### config.mk
export PLATFORM = sky130hd
export DESIGN_NAME = axis_blanker
export DESIGN_NICKNAME = d
export VERILOG_FILES = /design/src/rtl/axis_blanker_pkg.sv /design/src/rtl/axis_blanker_ctrl.sv /design/src/rtl/axis_blanker.sv
export SDC_FILE = /design/constraint.sdc
export NUM_CORES = 1
export LEC_CHECK = 0
export ABC_AREA = 1
export CAP_MARGIN = 20
export CELL_PAD_IN_SITES_DETAIL_PLACEMENT = 0
export CELL_PAD_IN_SITES_GLOBAL_PLACEMENT = 1
export CORE_MARGIN = 3
export CORE_UTILIZATION = 38
export DETAILED_ROUTE_END_ITERATION = 10
export HOLD_SLACK_MARGIN = 0.1
export PLACE_DENSITY_LB_ADDON = 0.08
export SLEW_MARGIN = 10
export SYNTH_ARGS = -nofsm -noshare
export SYNTH_HDL_FRONTEND = slang
export SYNTH_SLANG_ARGS = --single-unit
### constraint.sdc
create_clock -name aclk -period 1.9 [get_ports aclk]
set_clock_uncertainty 0.05 [all_clocks]
set_input_delay 0.475 -clock aclk [delete_from_list [all_inputs] [get_ports aclk]]
set_output_delay 0.475 -clock aclk [all_outputs]
set_load 0.1 [all_outputs]
### src/rtl/axis_blanker_pkg.sv
// Shared types and constants for the AXI4-Stream windowed blanker.
// Imported by axis_blanker and axis_blanker_ctrl.
package axis_blanker_pkg;

  typedef enum logic [1:0] {
    IDLE,
    DELAY,
    BLANK
  } state_e;

  localparam logic MODE_ZERO   = 1'b0;
  localparam logic MODE_HOLD   = 1'b1;
  localparam int   SYNC_STAGES = 2;

endpackage

### src/rtl/axis_blanker_ctrl.sv
// Trigger synchroniser, edge detect, window FSM and config capture.
// Reports blank_now plus the mode/lane enables latched at the trigger.
module axis_blanker_ctrl
  import axis_blanker_pkg::*;
#(
  parameter int NUM_LANES = 2,
  parameter int CNT_WIDTH = 16
) (
  input  logic                 aclk,
  input  logic                 aresetn,
  input  logic                 trig,
  input  logic                 beat,
  input  logic [CNT_WIDTH-1:0] cfg_delay,
  input  logic [CNT_WIDTH-1:0] cfg_length,
  input  logic                 cfg_mode,
  input  logic [NUM_LANES-1:0] cfg_lane_en,
  output logic                 busy,
  output logic                 blank_now,
  output logic                 mode,
  output logic [NUM_LANES-1:0] lane_en
);

  logic [SYNC_STAGES-1:0] sync_q;
  logic                   prev_q;
  logic                   trig_edge;

  state_e                 state_q, state_d;
  logic [CNT_WIDTH-1:0]   cnt_q, cnt_d;
  logic [CNT_WIDTH-1:0]   len_q, len_d;
  logic                   mode_q, mode_d;
  logic [NUM_LANES-1:0]   lane_q, lane_d;
  logic                   busy_q;

  assign trig_edge = sync_q[SYNC_STAGES-1] & ~prev_q;

  always_ff @(posedge aclk or negedge aresetn) begin
    if (!aresetn) begin
      sync_q <= '0;
      prev_q <= 1'b0;
    end else begin
      sync_q <= {sync_q[SYNC_STAGES-2:0], trig};
      prev_q <= sync_q[SYNC_STAGES-1];
    end
  end

  always_comb begin
    state_d = state_q;
    cnt_d   = cnt_q;
    len_d   = len_q;
    mode_d  = mode_q;
    lane_d  = lane_q;
    unique case (state_q)
      IDLE: begin
        if (trig_edge && cfg_length != '0) begin
          len_d  = cfg_length;
          mode_d = cfg_mode;
          lane_d = cfg_lane_en;
          if (cfg_delay == '0) begin
            state_d = BLANK;
            cnt_d   = cfg_length;
          end else begin
            state_d = DELAY;
            cnt_d   = cfg_delay;
          end
        end
      end
      DELAY: begin
        if (beat) begin
          if (cnt_q == CNT_WIDTH'(1)) begin
            state_d = BLANK;
            cnt_d   = len_q;
          end else begin
            cnt_d = cnt_q - CNT_WIDTH'(1);
          end
        end
      end
      BLANK: begin
        if (beat) begin
          if (cnt_q == CNT_WIDTH'(1)) begin
            state_d = IDLE;
            cnt_d   = '0;
          end else begin
            cnt_d = cnt_q - CNT_WIDTH'(1);
          end
        end
      end
      default: begin
        state_d = IDLE;
        cnt_d   = '0;
      end
    endcase
  end

  always_ff @(posedge aclk or negedge aresetn) begin
    if (!aresetn) begin
      state_q <= IDLE;
      cnt_q   <= '0;
      len_q   <= '0;
      mode_q  <= MODE_ZERO;
      lane_q  <= '0;
      busy_q  <= 1'b0;
    end else begin
      state_q <= state_d;
      cnt_q   <= cnt_d;
      len_q   <= len_d;
      mode_q  <= mode_d;
      lane_q  <= lane_d;
      busy_q  <= (state_d != IDLE);
    end
  end

  assign busy      = busy_q;
  assign blank_now = (state_q == BLANK);
  assign mode      = mode_q;
  assign lane_en   = lane_q;

endmodule

### src/rtl/axis_blanker.sv
// Multi-lane AXI4-Stream blanker: lane datapath, hold regs, output slice.
// Optional blank_cnt statistics port under AXIS_BLANKER_STATS_EN.
module axis_blanker
  import axis_blanker_pkg::*;
#(
  parameter int LANE_WIDTH = 16,
  parameter int NUM_LANES  = 2,
  parameter int CNT_WIDTH  = 16
) (
  input  logic                            aclk,
  input  logic                            aresetn,
  input  logic                            trig,
  input  logic [CNT_WIDTH-1:0]            cfg_delay,
  input  logic [CNT_WIDTH-1:0]            cfg_length,
  input  logic                            cfg_mode,
  input  logic [NUM_LANES-1:0]            cfg_lane_en,
  output logic                            busy,
  output logic                            s_axis_tready,
  input  logic [LANE_WIDTH*NUM_LANES-1:0] s_axis_tdata,
  input  logic                            s_axis_tvalid,
  input  logic                            m_axis_tready,
  output logic [LANE_WIDTH*NUM_LANES-1:0] m_axis_tdata,
  output logic                            m_axis_tvalid
`ifdef AXIS_BLANKER_STATS_EN
  ,
  output logic [31:0]                     blank_cnt
`endif
);

  localparam int DW = LANE_WIDTH * NUM_LANES;

  logic                 beat;
  logic                 blank_now;
  logic                 mode;
  logic [NUM_LANES-1:0] lane_en;

  logic [DW-1:0]        tdata_q;
  logic                 tvalid_q;
  logic [DW-1:0]        out_d;
  logic [DW-1:0]        hold_q, hold_d;

  assign s_axis_tready = !tvalid_q | m_axis_tready;
  assign beat          = s_axis_tvalid & s_axis_tready;

  axis_blanker_ctrl #(
    .NUM_LANES (NUM_LANES),
    .CNT_WIDTH (CNT_WIDTH)
  ) u_ctrl (
    .aclk        (aclk),
    .aresetn     (aresetn),
    .trig        (trig),
    .beat        (beat),
    .cfg_delay   (cfg_delay),
    .cfg_length  (cfg_length),
    .cfg_mode    (cfg_mode),
    .cfg_lane_en (cfg_lane_en),
    .busy        (busy),
    .blank_now   (blank_now),
    .mode        (mode),
    .lane_en     (lane_en)
  );

  // Hold tracks the last unblanked value of every lane, enabled or not.
  always_comb begin
    out_d  = s_axis_tdata;
    hold_d = hold_q;
    for (int i = 0; i < NUM_LANES; i++) begin
      if (blank_now) begin
        if (lane_en[i]) begin
          out_d[i*LANE_WIDTH +: LANE_WIDTH] =
            (mode == MODE_HOLD) ? hold_q[i*LANE_WIDTH +: LANE_WIDTH]
                                : '0;
        end
      end else begin
        hold_d[i*LANE_WIDTH +: LANE_WIDTH] =
          s_axis_tdata[i*LANE_WIDTH +: LANE_WIDTH];
      end
    end
  end

  always_ff @(posedge aclk or negedge aresetn) begin
    if (!aresetn) begin
      tdata_q  <= '0;
      tvalid_q <= 1'b0;
      hold_q   <= '0;
    end else begin
      if (beat) begin
        tdata_q  <= out_d;
        tvalid_q <= 1'b1;
        hold_q   <= hold_d;
      end else if (m_axis_tready) begin
        tvalid_q <= 1'b0;
      end
    end
  end

  assign m_axis_tdata  = tdata_q;
  assign m_axis_tvalid = tvalid_q;

`ifdef AXIS_BLANKER_STATS_EN
  logic [31:0] blank_cnt_q;

  always_ff @(posedge aclk or negedge aresetn) begin
    if (!aresetn) begin
      blank_cnt_q <= '0;
    end else if (beat && blank_now && !(&blank_cnt_q)) begin
      blank_cnt_q <= blank_cnt_q + 32'd1;
    end
  end

  assign blank_cnt = blank_cnt_q;
`endif

endmodule
==> metrics.txt <==
width of the die=~120 um; Cells after Synth=roughly 700; global-route wire length before repair=approximately 25 mm; status=finished, final reports clean; CP endpoint kind=primary output; post-synthesis sequential area ratio=between 40% and 50%; Rows=42; Finished Layout Cells=1024; via count=4937; synthesized area per cell=~7.7 um^2; Slew headroom=about 68%; Area after DPL=0.007370 mm^2; CP arrival=1330 ps; n_diodes=0; Post-synth EDFFs=0; CP max stage cell=clkdlybuf4s50_1; Ports=107; GRT Total Usage=19.34%; DRC Markers=0; total power=between 7 and 8 mW; detailed placement HPWL=about 11 mm; H-tree levels=3; port bufs=about 110; clock tree sinks=about 110; GRT overflow=0; layout cell share with drive strength beyond 1=approximately 17%; Final Hold Slack=just over 300 ps; final instance area=~0.0077 mm^2; clock buffer depth=2; Syn Std Cell Area=approximately 0.0053 mm^2; pin count of the biggest net entering global routing=46; Max Cap Viol=0; die area=around 0.015 mm^2; Fillers=around 1200; initial antenna violation count=0; Tmin final=about 1900 ps; Skew-Pair Late Insertion Delay=about 360 ps; clock slew at reported path FFs=70 ps; period utilization=97.50%; crit path kind=in -> out; Starting Density=between 30 and 40%; CTS Buf Count=9; Worst setup SP type=input port; Die H=124.5 um; TritonCTS clock tree=done; Tightest Hold Check Type=reg -> reg; leakage=approximately 3.7 nW; Worst VDD drop=between 0.7 and 0.8 mV; Via density=4.821; Crit path largest cell delay=470 ps; core area=approximately 0.014 mm^2; Placer Congestion=between 0.8 and 0.9; Final Setup Violations=0; setup TNS=0 ps; area grow syn2layout=45.17%; Worst Tran Pin Value=approximately 480 ps; crit path cell chain=clkdlybuf4s50_1, inv_2, nand2_8, buf_4, buf_12; vias in the first global route=~5000; initial DRC count=roughly 300; Async SR Flop Fraction=100.0%; Placement Setup Slack=-404.5 ps; PD cells=~970 mW/mm^2; Crit Path Max Fanout=2; Syn Nets=just under 800; YS warnings=0; Seq cells post-synth=~110; final wirelength=14.70 mm; Achievable Freq=539.8 MHz; fin. max-slew vios=0; ys flop type=dfrtp_1; Worst EP required=1370 ps; Routed Antenna Nets=0; Final Hold Vio Count=0; commonest cells after routing, fill and taps aside=nand2_1 (155), dfrtp_1 (105), nor2_1 (104); Pre-antenna DRT Iters=4; CTS root buf=clkbuf_16; # placed instances=roughly 1000; setup ws final=47.52 ps; most common cell after layout, fill and taps aside=nand2_1; WL/cell=approximately 14 um; Final Util=between 50 and 60%; # nets final=just over 900; Distinct cells, synth=28
[Yosys cell counts (10+ instances only)]
master | n | area share, %
a31oi_1 | 33 | 3.9
buf_2 | 19 | 1.8
clkbuf_1 | 12 | 0.84
dfrtp_1 | 106 | 50
inv_1 | 77 | 5.4
nand2_1 | 158 | 11
nand3_1 | 29 | 2.7
nand4_1 | 11 | 1.3
nor2_1 | 108 | 7.6
o21ai_0 | 80 | 7.5
o21ai_1 | 18 | 1.7
o21bai_1 | 10 | 1.4
[state kept, by name, indices dropped and copies added (netlist names)]
signal,count
u_ctrl.cnt_q,16
u_ctrl.state_q,2
m_axis_tvalid,1
hold_q,32
u_ctrl.len_q,16
u_ctrl.sync_q,2
u_ctrl.prev_q,1
u_ctrl.mode,1
m_axis_tdata,32
u_ctrl.busy,1
u_ctrl.lane_en,2
[critical path: cells and delay by family]
kind	cells	cell delay [ps]
buffers and inverters	4	800
AND/OR/NAND/NOR	1	50
[report_power, final]
group / switching, mW / leakage (nW) / total (mW) / internal, mW
clock network: 0.882 / 0.155 / 1.96 / 1.08
logic: 1.59 / 2.25 / 2.60 / 1.01
registers: 0.317 / 1.27 / 2.93 / 2.61
total: 2.78 / 3.67 / 7.49 / 4.71
[timing repair]
action	CTS	global route
cloned	0	1
setup buffers	0	1
hold endpoints to repair	30	0
setup endpoints to repair	2	20
hold buffers	1	0
gates resized for setup	1	13
pin swaps	0	4
[final timing paths]
kind / from / to / slack (ps) / depth (start not counted)
hold / removal: u_ctrl.sync_q[0] / u_ctrl.sync_q[1] / 310 / 0
max in group asynchronous: aresetn / hold_q[17] / 620 / 3
hold reg to reg: u_ctrl.sync_q[0] / u_ctrl.sync_q[1] / 310 / 0
min in group asynchronous: aresetn / m_axis_tdata[11] / 570 / 2
setup / recovery: m_axis_tready / s_axis_tready / 50 / 5
setup reg to reg: u_ctrl.cnt_q[1] / u_ctrl.cnt_q[4] / 190 / 11
[final cells by class]
cell class / count / area [um^2] / share of cell area [%]
multi-input cells: 476 / 2261 / 29.21
well taps: 176 / 220.2 / 2.845
clock buffers: 10 / 239.0 / 3.087
flip-flops and latches: 106 / 2654 / 34.28
repair inverters: 1 / 5.005 / 0.06465
repair buffers: 167 / 1973 / 25.49
clock inverters: 6 / 72.57 / 0.9375
inverters: 82 / 316.6 / 4.089
[per-layer routing]
metal,GRT usage [%],routed length [um]
met1,24.51,6530
met2,32.86,7434
met3,4.545,503
met4,5.867,231
met5,0,0
[cells by family (layout without fill, tap and decap cells)]
group / Yosys count / in the layout / synth area share, %
flip-flops: 106 / 106 / 49.74
buffers and inverters: 115 / 266 / 8.681
adder cells (fa/ha/maj): 2 / 2 / 0.4692
AND/OR/NAND/NOR: 318 / 318 / 24.52
XOR/XNOR: 6 / 6 / 0.9854
AO/OA/AOI/OAI: 150 / 150 / 15.60
(Power assumes the default switching activity.)
